File: config.mk
export PLATFORM = sky130hd
export DESIGN_NAME = aes_cmd_sequencer
export DESIGN_NICKNAME = d
export VERILOG_FILES = /design/src/rtl/aes_seq_pkg.sv /design/src/rtl/aes_seq_watchdog.sv /design/src/rtl/aes_cmd_sequencer.sv
export SDC_FILE = /design/constraint.sdc
export NUM_CORES = 2
export LEC_CHECK = 0
export ABC_AREA = 0
export BUFFER_PORTS_ARGS = -buffer_cell sky130_fd_sc_hd__buf_2
export CORE_AREA = 2 2 421 423
export CTS_CLUSTER_DIAMETER = 150
export DETAILED_ROUTE_END_ITERATION = 12
export DIE_AREA = 0 0 423 425
export HOLD_SLACK_MARGIN = 0.02
export PLACE_DENSITY = 0.36
export SLEW_MARGIN = 20
export SYNTH_ARGS = -nofsm -noshare
export SYNTH_HDL_FRONTEND = slang
export SYNTH_SLANG_ARGS = --single-unit
File: constraint.sdc
create_clock -name clk -period 5.5 [get_ports clk]
set_clock_uncertainty 0.1 [all_clocks]
set_input_delay 0.825 -clock clk [delete_from_list [all_inputs] [get_ports clk]]
set_output_delay 0.825 -clock clk [all_outputs]
set_load 0.05 [all_outputs]
File: src/rtl/aes_seq_pkg.sv
// ============================================================================
// Module      : aes_seq_pkg
// Description : Opcode/status bytes, frame width and FSM state encoding
//               shared by the AES command sequencer and its testbench.
// Revision    : 1.0 - initial release
// ============================================================================
`default_nettype none

package aes_seq_pkg;

    localparam int FRAME_W = 144;

    // Command opcodes (ASCII)
    localparam logic [7:0] OP_KEY   = 8'h43;  // "C"
    localparam logic [7:0] OP_TEXT  = 8'h44;  // "D"
    localparam logic [7:0] OP_ENC   = 8'h45;  // "E"
    localparam logic [7:0] OP_DEC   = 8'h4B;  // "K"
    localparam logic [7:0] RD_ENC   = 8'h40;  // "@"
    localparam logic [7:0] RD_DEC   = 8'h60;  // ASCII grave accent (0x60)
    localparam logic [7:0] RD_KEY   = 8'h61;  // "a"
    localparam logic [7:0] RD_TEXT  = 8'h62;  // "b"
    localparam logic [7:0] PING     = 8'h41;  // "A"

    // Status-only bytes
    localparam logic [7:0] ST_ERR   = 8'h21;  // "!"
    localparam logic [7:0] ST_TMO   = 8'h54;  // "T"
    localparam logic [7:0] ST_VFAIL = 8'h58;  // "X"

    localparam logic [127:0] PING_RESULT = "1234567890123456";

    localparam logic [2:0] S_IDLE      = 3'd0;
    localparam logic [2:0] S_DECODE    = 3'd1;
    localparam logic [2:0] S_ENC_WAIT  = 3'd2;
    localparam logic [2:0] S_KEXP_WAIT = 3'd3;
    localparam logic [2:0] S_DEC_WAIT  = 3'd4;
    localparam logic [2:0] S_RESP      = 3'd5;
    localparam logic [2:0] S_RESP_HOLD = 3'd6;

    function automatic logic is_wait_state(input logic [2:0] s);
        return (s == S_ENC_WAIT) || (s == S_KEXP_WAIT) || (s == S_DEC_WAIT);
    endfunction

endpackage

`default_nettype wire

File: src/rtl/aes_seq_watchdog.sv
// ============================================================================
// Module      : aes_seq_watchdog
// Description : Cycle counter for the sequencer wait states; flags expiry on
//               the last permitted cycle.
// Revision    : 1.0 - initial release
// ============================================================================
`default_nettype none

module aes_seq_watchdog #(
  parameter int TIMEOUT_CYCLES = 64
) (
  input  logic clk,
  input  logic reset,
  input  logic clr_i,
  input  logic en_i,
  output logic expired_o
);

  localparam int CW = $clog2(TIMEOUT_CYCLES + 1);
  localparam logic [CW-1:0] LAST = CW'(TIMEOUT_CYCLES - 1);

  logic [CW-1:0] cnt_q, cnt_d;

  // Saturates at LAST so a stalled enable can never wrap the count.
  always_comb begin
    cnt_d = cnt_q;
    if (clr_i) begin
      cnt_d = '0;
    end else if (en_i && (cnt_q != LAST)) begin
      cnt_d = cnt_q + 1'b1;
    end
  end

  always_ff @(posedge clk) begin
    if (reset) begin
      cnt_q <= '0;
    end else begin
      cnt_q <= cnt_d;
    end
  end

  assign expired_o = en_i && (cnt_q == LAST);

endmodule

`default_nettype wire

File: src/rtl/aes_cmd_sequencer.sv
// ============================================================================
// Module      : aes_cmd_sequencer
// Description : Validates UART command frames, drives the AES cipher/inverse
//               cores and returns one response frame per command.
//               Optional build macro: AES_SEQ_AUTOVERIFY_EN (decrypt-back check).
// Revision    : 1.0 - initial release
// ============================================================================
`default_nettype none

module aes_cmd_sequencer
  import aes_seq_pkg::*;
#(
  parameter int           FRAME_BYTES    = 18,
  parameter int           TIMEOUT_CYCLES = 64,
  parameter logic [127:0] KEY_INIT       = 128'h0,
  parameter logic [127:0] TEXT_INIT      = 128'h0
) (
  input  logic                     clk,
  input  logic                     reset,
  input  logic                     rx_valid,
  input  logic [8*FRAME_BYTES-1:0] rx_frame,
  output logic                     rx_pop,
  input  logic                     tx_busy,
  output logic [8*FRAME_BYTES-1:0] tx_frame,
  output logic                     tx_send,
  output logic [127:0]             enc_key,
  output logic [127:0]             enc_text,
  output logic                     enc_ld,
  input  logic                     enc_done,
  input  logic [127:0]             enc_out,
  output logic [127:0]             dec_key,
  output logic [127:0]             dec_text,
  output logic                     dec_kld,
  output logic                     dec_ld,
  input  logic                     dec_kdone,
  input  logic                     dec_done,
  input  logic [127:0]             dec_out,
  output logic                     busy
);

  localparam int FW = 8 * FRAME_BYTES;

  logic [2:0]    state_q, state_d;
  logic [127:0]  key_q, key_d;
  logic [127:0]  text_q, text_d;
  logic [127:0]  enc_res_q, enc_res_d;
  logic [127:0]  dec_res_q, dec_res_d;
  logic [127:0]  result_q, result_d;
  logic [7:0]    status_q, status_d;
  logic [FW-1:0] tx_frame_q, tx_frame_d;
  logic          tx_send_q, tx_send_d;
  logic          enc_ld_q, enc_ld_d;
  logic          dec_kld_q, dec_kld_d;
  logic          dec_ld_q, dec_ld_d;
`ifdef AES_SEQ_AUTOVERIFY_EN
  logic          verify_q, verify_d;
`endif

  logic [7:0]    op_w;
  logic [7:0]    chk_w;
  logic [127:0]  payload_w;
  logic          frame_ok_w;
  logic          wd_en_w;
  logic          wd_clr_w;
  logic          wd_expired_w;

  assign op_w       = rx_frame[7:0];
  assign chk_w      = rx_frame[FW-1 -: 8];
  assign payload_w  = rx_frame[8 +: 128];
  assign frame_ok_w = (op_w == chk_w);

  // Any state change restarts the count, including KEXP_WAIT -> DEC_WAIT.
  assign wd_en_w  = is_wait_state(state_q);
  assign wd_clr_w = (state_d != state_q);

  aes_seq_watchdog #(
    .TIMEOUT_CYCLES(TIMEOUT_CYCLES)
  ) u_watchdog (
    .clk       (clk),
    .reset     (reset),
    .clr_i     (wd_clr_w),
    .en_i      (wd_en_w),
    .expired_o (wd_expired_w)
  );

  always_comb begin
    state_d    = state_q;
    key_d      = key_q;
    text_d     = text_q;
    enc_res_d  = enc_res_q;
    dec_res_d  = dec_res_q;
    result_d   = result_q;
    status_d   = status_q;
    tx_frame_d = tx_frame_q;
    tx_send_d  = 1'b0;
    enc_ld_d   = 1'b0;
    dec_kld_d  = 1'b0;
    dec_ld_d   = 1'b0;
`ifdef AES_SEQ_AUTOVERIFY_EN
    verify_d   = verify_q;
`endif

    case (state_q)
      S_IDLE: begin
        if (rx_valid) begin
          state_d = S_DECODE;
        end
      end

      S_DECODE: begin
        state_d  = S_RESP;
        status_d = op_w;
        result_d = '0;
`ifdef AES_SEQ_AUTOVERIFY_EN
        verify_d = 1'b0;
`endif
        if (!frame_ok_w) begin
          status_d = ST_ERR;
        end else begin
          case (op_w)
            OP_KEY: begin
              key_d    = payload_w;
              result_d = payload_w;
            end
            OP_TEXT: begin
              text_d   = payload_w;
              result_d = payload_w;
            end
            OP_ENC: begin
              enc_ld_d = 1'b1;
              state_d  = S_ENC_WAIT;
            end
            OP_DEC: begin
              dec_kld_d = 1'b1;
              state_d   = S_KEXP_WAIT;
            end
            RD_ENC:  result_d = enc_res_q;
            RD_DEC:  result_d = dec_res_q;
            RD_KEY:  result_d = key_q;
            RD_TEXT: result_d = text_q;
            PING:    result_d = PING_RESULT;
            default: status_d = ST_ERR;
          endcase
        end
      end

      // A done pulse wins over a same-cycle watchdog expiry.
      S_ENC_WAIT: begin
        if (enc_done) begin
          enc_res_d = enc_out;
          result_d  = enc_out;
          status_d  = OP_ENC;
`ifdef AES_SEQ_AUTOVERIFY_EN
          verify_d  = 1'b1;
          dec_kld_d = 1'b1;
          state_d   = S_KEXP_WAIT;
`else
          state_d   = S_RESP;
`endif
        end else if (wd_expired_w) begin
          status_d = ST_TMO;
          result_d = '0;
          state_d  = S_RESP;
        end
      end

      S_KEXP_WAIT: begin
        if (dec_kdone) begin
          dec_ld_d = 1'b1;
          state_d  = S_DEC_WAIT;
        end else if (wd_expired_w) begin
          status_d = ST_TMO;
          result_d = '0;
          state_d  = S_RESP;
        end
      end

      S_DEC_WAIT: begin
        if (dec_done) begin
          dec_res_d = dec_out;
          state_d   = S_RESP;
`ifdef AES_SEQ_AUTOVERIFY_EN
          if (verify_q) begin
            status_d = (dec_out == text_q) ? OP_ENC : ST_VFAIL;
          end else begin
            status_d = OP_DEC;
            result_d = dec_out;
          end
`else
          status_d = OP_DEC;
          result_d = dec_out;
`endif
        end else if (wd_expired_w) begin
          status_d = ST_TMO;
          result_d = '0;
          state_d  = S_RESP;
        end
      end

      S_RESP: begin
        if (!tx_busy) begin
          tx_frame_d = {status_q, result_q, status_q};
          tx_send_d  = 1'b1;
          state_d    = S_RESP_HOLD;
        end
      end

      S_RESP_HOLD: begin
        state_d = S_IDLE;
      end

      default: begin
        state_d = S_IDLE;
      end
    endcase
  end

  always_ff @(posedge clk) begin
    if (reset) begin
      state_q    <= S_IDLE;
      key_q      <= KEY_INIT;
      text_q     <= TEXT_INIT;
      enc_res_q  <= '0;
      dec_res_q  <= '0;
      result_q   <= '0;
      status_q   <= '0;
      tx_frame_q <= '0;
      tx_send_q  <= 1'b0;
      enc_ld_q   <= 1'b0;
      dec_kld_q  <= 1'b0;
      dec_ld_q   <= 1'b0;
`ifdef AES_SEQ_AUTOVERIFY_EN
      verify_q   <= 1'b0;
`endif
    end else begin
      state_q    <= state_d;
      key_q      <= key_d;
      text_q     <= text_d;
      enc_res_q  <= enc_res_d;
      dec_res_q  <= dec_res_d;
      result_q   <= result_d;
      status_q   <= status_d;
      tx_frame_q <= tx_frame_d;
      tx_send_q  <= tx_send_d;
      enc_ld_q   <= enc_ld_d;
      dec_kld_q  <= dec_kld_d;
      dec_ld_q   <= dec_ld_d;
`ifdef AES_SEQ_AUTOVERIFY_EN
      verify_q   <= verify_d;
`endif
    end
  end

  // The frame is still on rx_frame during DECODE; the pop retires it.
  assign rx_pop   = (state_q == S_DECODE);
  assign busy     = (state_q != S_IDLE);
  assign tx_frame = tx_frame_q;
  assign tx_send  = tx_send_q;
  assign enc_ld   = enc_ld_q;
  assign dec_kld  = dec_kld_q;
  assign dec_ld   = dec_ld_q;
  assign enc_key  = key_q;
  assign dec_key  = key_q;
  assign enc_text = text_q;
`ifdef AES_SEQ_AUTOVERIFY_EN
  assign dec_text = verify_q ? enc_res_q : text_q;
`else
  assign dec_text = text_q;
`endif

endmodule

`default_nettype wire
==> impl_metrics.csv <==
group,metric,value,unit
pwr,ir_drop,0.000279,V
worst_setup_path,cp.required,4.58,ns
place,port_buffers,1068,
cts,clk_pin_slew,0.06,ns
worst_setup_path,worstSetupPathType,"reg -> out",
sta,finalCriticalPeriod,3.80,ns
sta,relSlewSlack,27.4,%
synthesis,yosysTopAreaCellShare,43.6,%
place,post-dp-hpwl,137000,um
synthesis,synth_seq_area_share,43.6,%
floorplanning,die_w,423,um
pwr,p_sw,4460,uW
cts,post_cts_resized,0,
synthesis,yosysWarnings,0,
synthesis,ys_types,69,
floorplanning,dieHeight,425,um
synthesis,ys_seq_elements,798,
cts,clockRootBuffer,"clkbuf_16",
finish,fillers,19300,
pwr,seqPwrFrac,40.0,%
pwr,comb_power_share,12.7,%
global_routing,antenna_found_initial,44,
drt,route.vias.total,36400,
synthesis,synthesis.area,0.0367,sq mm
finish,area_delta_synth_final,25.4,%
cts,cts.sinks,798,
worst_hold_path,hold_path.class,"in -> reg",
floorplanning,rows,154,
sta,setup_violations,0,
synthesis,synth.top_cells.by_area,"dfxtp_1 44%, nand2_1 13%, mux2i_1 7.2%, a21oi_1 5.9%, buf_4 5.6%",
synthesis,synth_ff_type,"dfxtp_1",
floorplanning,design.die.area,0.180,sq mm
synthesis,post_synth.cell_area_avg,8.23,sq um
synthesis,synth_nets,4864,
place,gp_congestion,0.809,
floorplanning,io_pins,1069,
pwr,swShare,29.8,%
floorplanning,start_util,20.9,%
sta,fin_ws,1.70,ns
drt,detail_route.vias_per_cell,4.86,
sta,final.period_utilization,69.0,%
cts,cts_tree,"done",
global_routing,grt_pass1_wl,287000,um
worst_setup_path,worstSetupStartpointType,"register",
synthesis,synth_compound_area_share,20.4,%
worst_setup_path,worstPathArrival,2.87,ns
cts,clk_path_buf_depth,3,
pwr,p_per_area,326,mW/mm^2
run_status,status,"finished clean",
finish,nets,5466,
drt,drc,0,
synthesis,synth_top_family_by_area,"compound AO/OA/AOI/OAI gates",
finish,drive_above_1_share,27.7,%
pwr,p_int,10500,uW
drt,dr.pass1.iters,7,
drt,ant_nets,0,
sta,setup_tns,0,ns
worst_setup_path,crit_fanout,22,
drt,wl_per_cell,28.0,um
synthesis,synthArstFlopShare,0,%
synthesis,synth.cells.most_frequent,"1,309 x nand2_1, 798 x dfxtp_1, 435 x a21oi_1",
synthesis,yosysMostFrequentCell,"nand2_1",
cts,postCtsSetupBuffers,0,
pwr,leakagePower,0.0185,uW
synthesis,synth.area.mux_share,8.90,%
floorplanning,core_area,0.175,sq mm
cts,postCtsHoldBufs,0,
cts,htree_levels,3,
global_routing,globalRouteOverflowTotal,0,
synthesis,yosys.area_share.adder,0.0341,%
sta,report.final.slew_viol_count,0,
drt,drtIter0Drc,2721,
run,drv_cap,0,
pwr,p_clk_share,47.3,%
cts,numCtsBuffers,102,
drt,finalWirelength,210000,um
cts,clock_latency,0.71,ns
global_routing,track_usage,22.2,%
sta,rsz0062_at_grt,"false",
synthesis,synthesis.instances,4456,
synthesis,synthXorXnorAreaFrac,0.372,%
finish,area.sequential,0.0160,sq mm
sta,fmax,263,MHz
global_routing,grt_pass1_vias,35500,
synthesis,synth-simple-area-share,16.8,%
sta,tightest_slew,1.09,ns
global_routing,grt_max_degree,126,
place,dpl_worst_slack,1.22,ns
synthesis,synth-edff-count,0,
finish,multi_input_area,0.0173,sq mm
synthesis,synth_top_cell_by_area,"dfxtp_1",
worst_setup_path,endpoint_kind,"primary output",
sta,hold_viol_final,0,
final cells by class:
class / count / share of cell area, %
flip-flops and latches: 798 / 34.8
inverters: 8 / 0.0899
clock buffers: 152 / 6.64
well taps: 2340 / 6.37
clock inverters: 36 / 0.967
diodes: 18 / 0.0980
multi-input cells: 3005 / 37.6
repair buffers: 1143 / 13.4
registers in the layout, summed over array words and instances, names as in the netlist:
register	cells
result_q	128
enc_ld	1
tx_send	1
tx_frame	136
dec_ld	1
dec_text	128
dec_res_q	128
status_q	8
u_watchdog.cnt_q	7
dec_key	128
state_q	3
dec_kld	1
enc_res_q	128
path summary, 6_finish.rpt:
path	start	endpoint	slack, ns	cells past startpoint
max	state_q[0]$_SDFF_PP0_	rx_pop	1.70	4
min	enc_out[108]	enc_res_q[108]$_SDFFE_PP0P_	0.27	3
max reg2reg	state_q[2]$_SDFF_PP0_	result_q[0]$_SDFFE_PP0P_	1.95	6
min reg2reg	u_watchdog.cnt_q[6]$_SDFFE_PP0P_	u_watchdog.cnt_q[6]$_SDFFE_PP0P_	0.34	2
power groups by stage:
stage               clock network, uW  logic [uW]  registers, uW
floorplan                           0         929           6080
global placement                    0        1910           6120
detailed placement                  0        1920           6120
CTS                              7270        1920           5990
global route                     7480        2020           6010
finish                           7090        1900           5990
metrics by stage:
| stage | utilization [%] | hold slack (ns) | total power [uW] | area (sq um) | cells |
|---|---|---|---|---|---|
| 2_1_floorplan | - | 0.318 | 7010 | 36700 | 4456 |
| 3_3_place_gp | 24.2 | 0.329 | 8030 | 42400 | 7293 |
| 3_5_place_dp | 24.2 | 0.329 | 8040 | 42400 | 7293 |
| 4_1_cts | 26.2 | 0.186 | 15200 | 45900 | 7481 |
| 5_1_grt | 26.2 | 0.214 | 15500 | 45900 | 7494 |
| 6_report | 26.2 | 0.266 | 15000 | 46000 | 7500 |
worst max-delay path: stages (launching register included):
cell and delay, ns:
dfxtp_1 0.90, nor2b_1 0.30, nand2b_1 0.30, inv_1 0.27, buf_2 0.40
per-layer routing:
| layer | routed length (um) | global-route usage (%) |
|---|---|---|
| met5 | 58 | 0 |
| met4 | 6760 | 7.47 |
| met3 | 9570 | 3.18 |
| met2 | 103000 | 38.3 |
| met1 | 90700 | 28.3 |
cells by family after synthesis:
kind of cell    Yosys count
xor+xnor                 13
simple gates           1530
mux                     319
fa+ha+maj                 1
flops                   798
compound gates         1142
buf+inv                 653
placed cells by master (no fill, tap or decap), types with 50 or more instances in the layout:
master and n:
a21oi_1 435, a221oi_1 53, a22o_1 72, a32oi_1 50, a41oi_1 72, buf_2 1064, buf_4 57, clkbuf_16 104
dfxtp_1 798, mux2_2 54, mux2i_1 265, nand2_1 1308, nor2_1 85, o21ai_0 177
No activity file was read; power rests on OpenSTA's default activity.
